===== config.mk =====
export PLATFORM = sky130hd
export DESIGN_NAME = usbdev_ep_buffer
export DESIGN_NICKNAME = d
export VERILOG_FILES = /design/src/rtl/usbdev_ep_pkg.sv /design/src/rtl/usbdev_ep_fifo_chan.sv /design/src/rtl/usbdev_ep_buffer.sv
export SDC_FILE = /design/constraint.sdc
export NUM_CORES = 1
export LEC_CHECK = 0
export ABC_AREA = 1
export CAP_MARGIN = 25
export CORE_MARGIN = 3
export CORE_UTILIZATION = 35
export CTS_CLUSTER_DIAMETER = 200
export CTS_CLUSTER_SIZE = 20
export DETAILED_ROUTE_END_ITERATION = 8
export GPL_ROUTABILITY_DRIVEN = 1
export PLACE_DENSITY = 0.51
export SYNTH_ARGS = -nofsm -noshare
export SYNTH_HDL_FRONTEND = slang
export SYNTH_SLANG_ARGS = --single-unit

===== constraint.sdc =====
create_clock -name clk -period 3.1 [get_ports clk]
set_input_delay 0.93 -clock clk [delete_from_list [all_inputs] [get_ports clk]]
set_output_delay 0.93 -clock clk [all_outputs]
set_load 0.01 [all_outputs]

===== src/rtl/usbdev_ep_pkg.sv =====
// Shared types, derivation helpers and pointer arithmetic for the USB endpoint packet buffer.
// Optional packet rollback (commit/abort/poison) is enabled by USBDEV_EP_ROLLBACK_EN.
package usbdev_ep_pkg;

    localparam int EP_COUNT_DEF = 4;
    localparam int DEPTH_DEF    = 16;
    localparam int DATA_W_DEF   = 8;
    localparam int PTR_MAX_W    = 16;

    function automatic int ep_aw(input int depth);
        return $clog2(depth);
    endfunction

    function automatic int ep_ew(input int count);
        return (count > 1) ? $clog2(count) : 1;
    endfunction

    localparam int AW_DEF = ep_aw(DEPTH_DEF);
    localparam int EW_DEF = ep_ew(EP_COUNT_DEF);

    typedef logic [AW_DEF:0] ep_ptr_t;

    // Wrap-bit pointers subtract modulo 2^(AW+1); callers truncate to their own pointer width.
    function automatic logic [PTR_MAX_W-1:0] ep_ptr_diff(input logic [PTR_MAX_W-1:0] a,
                                                         input logic [PTR_MAX_W-1:0] b);
        return a - b;
    endfunction

endpackage


===== src/rtl/usbdev_ep_fifo_chan.sv =====
// One endpoint circular FIFO with speculative write, committed and read pointers.
// Commit/abort/poison are present only when USBDEV_EP_ROLLBACK_EN is defined.
module usbdev_ep_fifo_chan
    import usbdev_ep_pkg::*;
#(
    parameter int DEPTH  = DEPTH_DEF,
    parameter int DATA_W = DATA_W_DEF,
    localparam int AW    = ep_aw(DEPTH)
) (
    input  logic              clk,
    input  logic              reset,
    input  logic              wr_en,
    input  logic [DATA_W-1:0] wr_data,
    input  logic              wr_commit,
    input  logic              wr_abort,
    input  logic              rd_pop,
    input  logic              flush,
    output logic              full,
    output logic              readable,
    output logic [DATA_W-1:0] rd_data,
    output logic [AW:0]       level,
    output logic              overflow
);

    logic [AW:0]       wp_q, wp_d, rp_q, rp_d, cp_s, wp_inc_s, fill_s;
    logic              ovf_q, ovf_d;
    logic              wr_ok_s, wr_drop_s, pop_s;
    logic [DATA_W-1:0] mem_q [DEPTH];

    assign fill_s    = (AW+1)'(ep_ptr_diff(PTR_MAX_W'(wp_q), PTR_MAX_W'(rp_q)));
    assign level     = (AW+1)'(ep_ptr_diff(PTR_MAX_W'(cp_s), PTR_MAX_W'(rp_q)));
    assign full      = (fill_s == (AW+1)'(DEPTH));
    assign readable  = (cp_s != rp_q);
    assign rd_data   = mem_q[rp_q[AW-1:0]];
    assign overflow  = ovf_q;
    assign wr_ok_s   = wr_en & ~full;
    assign wr_drop_s = wr_en & full;
    assign pop_s     = rd_pop & readable;
    assign wp_inc_s  = wp_q + {{AW{1'b0}}, wr_ok_s};

`ifdef USBDEV_EP_ROLLBACK_EN
    logic [AW:0] cp_q, cp_d;
    logic        poison_q, poison_d;

    assign cp_s = cp_q;

    // Next pointer/flag state; flush dominates, then abort (or poisoned commit), then commit.
    always_comb begin
        wp_d     = wp_inc_s;
        rp_d     = rp_q + {{AW{1'b0}}, pop_s};
        cp_d     = cp_q;
        ovf_d    = ovf_q | wr_drop_s;
        poison_d = poison_q | wr_drop_s;
        if (flush) begin
            wp_d     = '0;
            rp_d     = '0;
            cp_d     = '0;
            ovf_d    = 1'b0;
            poison_d = 1'b0;
        end else if (wr_abort || (wr_commit && poison_d)) begin
            wp_d     = cp_q;
            poison_d = 1'b0;
        end else if (wr_commit) begin
            cp_d = wp_inc_s;
        end else begin
            cp_d = cp_q;
        end
    end

    // Committed pointer and poison flag registers.
    always_ff @(posedge clk) begin
        if (reset) begin
            cp_q     <= '0;
            poison_q <= 1'b0;
        end else begin
            cp_q     <= cp_d;
            poison_q <= poison_d;
        end
    end
`else
    logic unused_rollback_s;

    assign cp_s              = wp_q;
    assign unused_rollback_s = wr_commit ^ wr_abort;

    // Next pointer/flag state without rollback: written bytes are immediately committed.
    always_comb begin
        wp_d  = wp_inc_s;
        rp_d  = rp_q + {{AW{1'b0}}, pop_s};
        ovf_d = ovf_q | wr_drop_s;
        if (flush) begin
            wp_d  = '0;
            rp_d  = '0;
            ovf_d = 1'b0;
        end else begin
            ovf_d = ovf_q | wr_drop_s;
        end
    end
`endif

    // Write/read pointers and sticky overflow.
    always_ff @(posedge clk) begin
        if (reset) begin
            wp_q  <= '0;
            rp_q  <= '0;
            ovf_q <= 1'b0;
        end else begin
            wp_q  <= wp_d;
            rp_q  <= rp_d;
            ovf_q <= ovf_d;
        end
    end

    // Byte storage is not reset; a byte written during an abort is simply never exposed.
    always_ff @(posedge clk) begin
        if (wr_ok_s && !flush) begin
            mem_q[wp_q[AW-1:0]] <= wr_data;
        end
    end

endmodule


===== src/rtl/usbdev_ep_buffer.sv =====
// Multi-endpoint packet buffer: endpoint select decode and output muxing over EP_COUNT FIFOs.
// Packet commit/abort rollback is enabled by defining USBDEV_EP_ROLLBACK_EN.
module usbdev_ep_buffer
    import usbdev_ep_pkg::*;
#(
    parameter int EP_COUNT = EP_COUNT_DEF,
    parameter int DEPTH    = DEPTH_DEF,
    parameter int DATA_W   = DATA_W_DEF,
    localparam int AW      = ep_aw(DEPTH),
    localparam int EW      = ep_ew(EP_COUNT)
) (
    input  logic                     clk,
    input  logic                     reset,
    input  logic [EW-1:0]            wr_ep,
    input  logic                     wr_valid,
    input  logic [DATA_W-1:0]        wr_data,
    output logic                     wr_ready,
    input  logic                     wr_commit,
    input  logic                     wr_abort,
    input  logic [EW-1:0]            rd_ep,
    output logic                     rd_valid,
    output logic [DATA_W-1:0]        rd_data,
    input  logic                     rd_ready,
    input  logic [EP_COUNT-1:0]      flush,
    output logic [EP_COUNT-1:0]      ep_nonempty,
    output logic [EP_COUNT*(AW+1)-1:0] ep_level,
    output logic [EP_COUNT-1:0]      ep_overflow
);

    logic [EP_COUNT-1:0] full_s, readable_s;
    logic [DATA_W-1:0]   chan_data_s [EP_COUNT];
    logic                wr_in_range_s, rd_in_range_s;

    assign wr_in_range_s = (32'(wr_ep) < EP_COUNT);
    assign rd_in_range_s = (32'(rd_ep) < EP_COUNT);

    for (genvar i = 0; i < EP_COUNT; i++) begin : g_chan
        logic [AW:0] level_s;

        usbdev_ep_fifo_chan #(
            .DEPTH  (DEPTH),
            .DATA_W (DATA_W)
        ) u_chan (
            .clk       (clk),
            .reset     (reset),
            .wr_en     (wr_valid && (wr_ep == EW'(i))),
            .wr_data   (wr_data),
            .wr_commit (wr_commit && (wr_ep == EW'(i))),
            .wr_abort  (wr_abort && (wr_ep == EW'(i))),
            .rd_pop    (rd_ready && (rd_ep == EW'(i))),
            .flush     (flush[i]),
            .full      (full_s[i]),
            .readable  (readable_s[i]),
            .rd_data   (chan_data_s[i]),
            .level     (level_s),
            .overflow  (ep_overflow[i])
        );

        assign ep_level[i*(AW+1) +: AW+1] = level_s;
        assign ep_nonempty[i]             = readable_s[i];
    end

    // Select the addressed endpoint; out-of-range selects look full and empty.
    always_comb begin
        rd_data = chan_data_s[0];
        if (wr_in_range_s) begin
            wr_ready = ~full_s[wr_ep];
        end else begin
            wr_ready = 1'b0;
        end
        if (rd_in_range_s) begin
            rd_valid = readable_s[rd_ep];
            rd_data  = chan_data_s[rd_ep];
        end else begin
            rd_valid = 1'b0;
        end
    end

endmodule


Yosys cells after proc, flatten, opt, wreduce, memory -nomap -nowiden
Memories as Yosys holds them, arrays and structs flattened. A register that Yosys moved wholly into a read port is not among the register bits. Cells that the tools add are included.

Register bits: 44. Memory bits (writable): 512. Memories kept: 4.

Memories: g_chan[0].u_chan.mem_q (depth 16, width 8, rd ports 1, clocked after memory_dff 1, wr ports 1, RTL line usbdev_ep_fifo_chan.sv:28) `logic [DATA_W-1:0] mem_q [DEPTH];`; g_chan[1].u_chan.mem_q (depth 16, width 8, rd ports 1, clocked after memory_dff 1, wr ports 1, RTL line usbdev_ep_fifo_chan.sv:28); g_chan[2].u_chan.mem_q (depth 16, width 8, rd ports 1, clocked after memory_dff 1, wr ports 1, RTL line usbdev_ep_fifo_chan.sv:28); g_chan[3].u_chan.mem_q (depth 16, width 8, rd ports 1, clocked after memory_dff 1, wr ports 1, RTL line usbdev_ep_fifo_chan.sv:28).

$add $sub $neg: 12. $lt $le $gt $ge: 3. Eq/ne operators: 14. Mux-type cells: 19. Bitwise operators: 22. Reduce and logical (&&, ||, !) cells: 22.

Operators with widths (number): $add A5 B1 Y5 (8); $eq A5 B5 Y1 const B (4); $ne A5 B5 Y1 (4); $sub A5 B5 Y5 (4); $bmux W8 S2 (1); $mux W4 (4); $mux W8 (2); $and A1 B1 Y1 (12); $logic_and A1 B1 Y1 (12); $mux W1 (10); $eq A2 B2 Y1 const B (4); $reduce_or A2 Y1 (4); $lt A2 B3 Y1 const B (2); $not A1 Y1 (5); $bmux W1 S2 (2); $eq A2 B1 Y1 const B (2); $logic_not A1 Y1 (4); $logic_not A2 Y1 (2); $or A1 B1 Y1 (4); $ge A3 B3 Y1 const B (1); $not A2 Y3 (1).

Depth between registers and ports, before layout
Depth in word-level cells: 7. Depth in mapped cells: 19. Gate-level depth less buffers: 17.

By module
Synthesis repeated with hierarchy kept, for this count alone.

Cell total of the unflattened synthesis: 2208. Area, all modules: 24273.3 µm².

By module, submodules not included: usbdev_ep_fifo_chan (g_chan[1].u_chan ...) (instances 2, cells each 513, area each 5880.6 µm², sequential area each 4063.9 µm²); usbdev_ep_fifo_chan (g_chan[0].u_chan) (instances 1, cells each 543, area each 6070.8 µm², sequential area each 4063.9 µm²); usbdev_ep_fifo_chan (g_chan[3].u_chan) (instances 1, cells each 511, area each 5873.1 µm², sequential area each 4063.9 µm²); usbdev_ep_buffer (instances 1, cells each 128, area each 568.0 µm², sequential area each 0.0 µm²).

Worst setup path before layout
Ideal clock, no wire load.

Path kind: reg2out. From: register g_chan[1].u_chan.rp_q[3]. To: output wr_ready. Data arrival time: 2107 ps. Required time: 2170 ps. Slack: 63 ps. Stages on the path, launching flop included: 13. Buffers on the path: 2. Path through: dfxtp_1 > clkbuf_1 > inv_1 > clkbuf_1 > ha_1 > a21oi_1 > nand2_1 > xor2_1 > nand3_2 > nand2_2 > nand2_1 > inv_1 > nand2_1.

Word-level cells in the longest chain between the ends: 5.

Ends and longest elaborated chain: start, declared (RTL line usbdev_ep_fifo_chan.sv:25) `logic [AW:0] wp_q, wp_d, rp_q, rp_d, cp_s, wp_inc_s, fill_s;`; start signal, assigned (RTL line usbdev_ep_fifo_chan.sv:109) `rp_q <= rp_d;`; $sub A5 B5 Y5; net ep_level[9] (RTL line usbdev_ep_buffer.sv:26) `output logic [EP_COUNT*(AW+1)-1:0] ep_level,`; $eq A5 B5 Y1 (RTL line usbdev_ep_fifo_chan.sv:32) `assign full = (fill_s == (AW+1)'(DEPTH));`; $bmux W1 S2 (RTL line usbdev_ep_buffer.sv:67) `wr_ready = ~full_s[wr_ep];`; $mux W1 (implied by the code) (RTL line usbdev_ep_buffer.sv:67); $not A1 Y1 (RTL line usbdev_ep_buffer.sv:67); end, declared (RTL line usbdev_ep_buffer.sv:17) `output logic wr_ready,`.

The timed path passes the listed nets, and every way through them passes these cells. The select of a mux whose other input is x is not followed.

Worst setup path in the final report
From: register g_chan[2].u_chan.wp_q[0]. To: output wr_ready.

Word-level cells in the longest chain between the ends: 5.

Ends and longest elaborated chain: start, declared (RTL line usbdev_ep_fifo_chan.sv:25); start signal, assigned (RTL line usbdev_ep_fifo_chan.sv:108) `wp_q <= wp_d;`; $sub A5 B5 Y5 (RTL line usbdev_ep_pkg.sv:26) `return a - b;`; $eq A5 B5 Y1 (RTL line usbdev_ep_fifo_chan.sv:32); $bmux W1 S2 (RTL line usbdev_ep_buffer.sv:67); $mux W1 (implied by the code) (RTL line usbdev_ep_buffer.sv:67); $not A1 Y1 (RTL line usbdev_ep_buffer.sv:67).

No other way between the ends. The select of a mux whose other input is x is not followed.

==> results.cfg <==
[status]
outcome = complete, but fails checks
violations = negative setup slack

[critical_path]
cp-start-kind = register
crit_type = reg2out
crit_fanout = 3
critPathArrivalTime_ns = 2.58
cp.required_ns = 2.17
worstSetupEndpointType = output port

[sta]
final-hold-violation-count = 0
grt_setup_unrepaired = true
fin_crit_sh_pct = 113
relSlewSlack_pct = 58.1
slew_viol_final = 0
fin_skew_ns = 0.0346
fmax_mhz = 285
finalSetupViolCount = 13
min_period_ns = 3.51
setup_ws_ns = -0.413
worstMarginPinSlew_ns = 0.628

[yosys]
syn-num-nets = 2411
synthTopCellsByCount = nand2_1 (629), edfxtp_1 (512), nand3_1 (336)
synth_cells = 2353
yosysTopAreaCell = edfxtp_1
yosysUniqueCellTypes = 33
synth-edff-count = 512
synth_area_um2 = 24400
syn_area_per_cell_um2 = 10.4
synthTopCellsByArea = edfxtp_1 (63%), nand2_1 (9.7%), nand3_1 (6.9%)
yosys_warnings = 0
ys.flop_type = edfxtp_1
yosysMostFrequentCell = nand2_1
ys_async_sr_fraction_pct = 0
ys_seq_area_share_pct = 66.6
ys_ff_latch = 556
synthDominantCellAreaShare_pct = 63.0

[clock_tree]
tritoncts = done
cts.sinks = 556
cts.htree.levels = 1
hold_buffers = 0
clock_path_buffers = 3
cts_root_buf = clkbuf_16
clock_latency_ns = 0.64
clk_pin_slew_ns = 0.09
numCtsBuffers = 31

[routing]
wl_um = 70400
drc = 0
post_drt_wl_per_cell_um = 19.5
final_antenna_net_count = 0
drt_iter0_markers = 1408
vias = 17500
vias_per_cell = 4.85
drtPass1Iterations = 5

[placed_design]
dp.cells = 3470
gp_congestion = 0.882
port_buffers = 57
place_hpwl_um = 44000

[floorplanning]
fp.dieH_um = 270
dieArea_um2 = 73000
chipWidth_um = 270
fp-row-count = 96
io_pins = 60
start_util_pct = 35.5
core_area_um2 = 68800

[finish]
nets = 2701
syn2layout_area_growth_pct = 28.9
finalNonFillerCells = 3600
drive_above_1_share_pct = 27.6
finish.utilization_pct = 45.7

[flow_run]
maxCapViolCount = 0

[pwr]
power_frac_seq_pct = 62.8
p_leak_nw = 12.5
p_int_w = 0.0103
share_comb_of_total_power_pct = 3.6
p_sw_share_pct = 21.0
power_switching_w = 0.00274
p_total_w = 0.0130
clock_power_share_pct = 33.6
powerDensity_nw_per_um2 = 413
ir_drop_mv = 0.427

[grt]
overflow = 0
grt_pass1_vias = 16900
grt_usage_pct = 18.7
grt_max_degree = 65
antenna_found_initial = 2
grt_pass1_wl_um = 104000

[hold_path]
hold_class = reg2reg
## power by group through the flow
stage | logic [W] | registers [W] | clock network (W)
CTS | 0.000456 | 0.00818 | 0.00449
global route | 0.000507 | 0.00818 | 0.00475
detailed placement | 0.000418 | 0.00835 | 0
finish | 0.000471 | 0.00817 | 0.00437
global placement | 0.000411 | 0.00835 | 0
floorplan | 0.000117 | 0.00836 | 0
## final timing paths
path	startpoint	end	slack [ns]	cells past startpoint
setup / recovery	g_chan[2].u_chan.cp_s[0]	wr_ready	-0.41	12
hold / removal	g_chan[1].u_chan.overflow	g_chan[1].u_chan.overflow	0.47	2
setup reg to reg	g_chan[2].u_chan.cp_s[0]	g_chan[2].u_chan.cp_s[4]	0.21	16
hold reg to reg	g_chan[1].u_chan.overflow	g_chan[1].u_chan.overflow	0.47	2
## what timing repair did
item,4_1_cts,5_1_grt
gates resized for setup,494,187
pin swaps,138,101
cloned,14,8
setup endpoints to repair,30,27
setup buffers,42,18
## metrics by stage
| stage | instance area, um^2 | hold slack, ns | TNS, ns | setup slack (ns) |
|---|---|---|---|---|
| after floorplan | 24400 | 0.430 | 0 | 0.0626 |
| after global placement | 27600 | 0.455 | -6.99 | -0.756 |
| after detailed placement | 27600 | 0.453 | -6.89 | -0.759 |
| after CTS | 30700 | 0.466 | -2.81 | -0.431 |
| after global routing | 31500 | 0.492 | -3.06 | -0.527 |
| final | 31500 | 0.467 | -1.85 | -0.413 |
## state kept, by name, summed over array words and instances, names as in the netlist
| signal | flops |
|---|---|
| g_chan.u_chan.mem_q | 512 |
| g_chan.u_chan.rp_q | 20 |
| g_chan.u_chan.overflow | 4 |
| g_chan.u_chan.cp_s | 20 |
## logic make-up (layout without fill, tap and decap cells)
group	Yosys count	after routing	share of synthesized area [%]
xor gates and xnor gates	20	20	0.717
other	0	1	0
and+or+nand+nor	1278	1278	22.3
DFF	556	556	66.6
buffers and inverters	349	664	6.06
adders and majority gates	36	36	1.97
AOI/OAI and AO/OA	114	114	2.43
## placed cells by master, fill, tap and decap left out, drive strengths merged
cell type      count
o21ai             73
nand4             11
or2               14
a21oi             32
fa                 4
xor2               8
buf              329
inv              235
clkdlybuf4s15      4
nand3b             4
dfxtp             44
nor2             227
o211ai             4
nand3            340
nor3              41
clkdlybuf4s50     18
clkinv             6
o21bai             3
o21a               2
and3               8
nand2            633
ha                32
dlygate4sd2        2
xnor2             12
bufbuf             1
clkbuf            69
diode              1
edfxtp           512
## per-layer routing
layer	wire length (um)	global-route usage, %	vias to the layer above
li1	-	-	8453
met1	30900	25.7	8507
met2	33100	30.4	433
met3	4800	3.49	77
met4	1450	4.50	4
met5	168	1.58	-
## cell type report
cell class	count	area [um^2]
clock buffer	57	895
timing repair buffer	366	3930
clock inverter	1	8.76
antenna	1	2.50
fill	6325	37300
inverter	239	963
timing repair inverter	1	3.75
tap	931	1160
sequential	556	16300
multi-input combinational	1448	8210
## worst max-delay path, cell delays in order, from the launching register on
cell and delay (ns):
dfxtp_2 0.34, inv_2 0.05, ha_4 0.15, fa_2 0.38
or2_1 0.27, nand3_2 0.09, nand2_2 0.07, nor2_2 0.12
buf_6 0.18, nor2_2 0.04, nor2_1 0.08, nand2_1 0.06
buf_2 0.13
(Power assumes the default switching activity.)
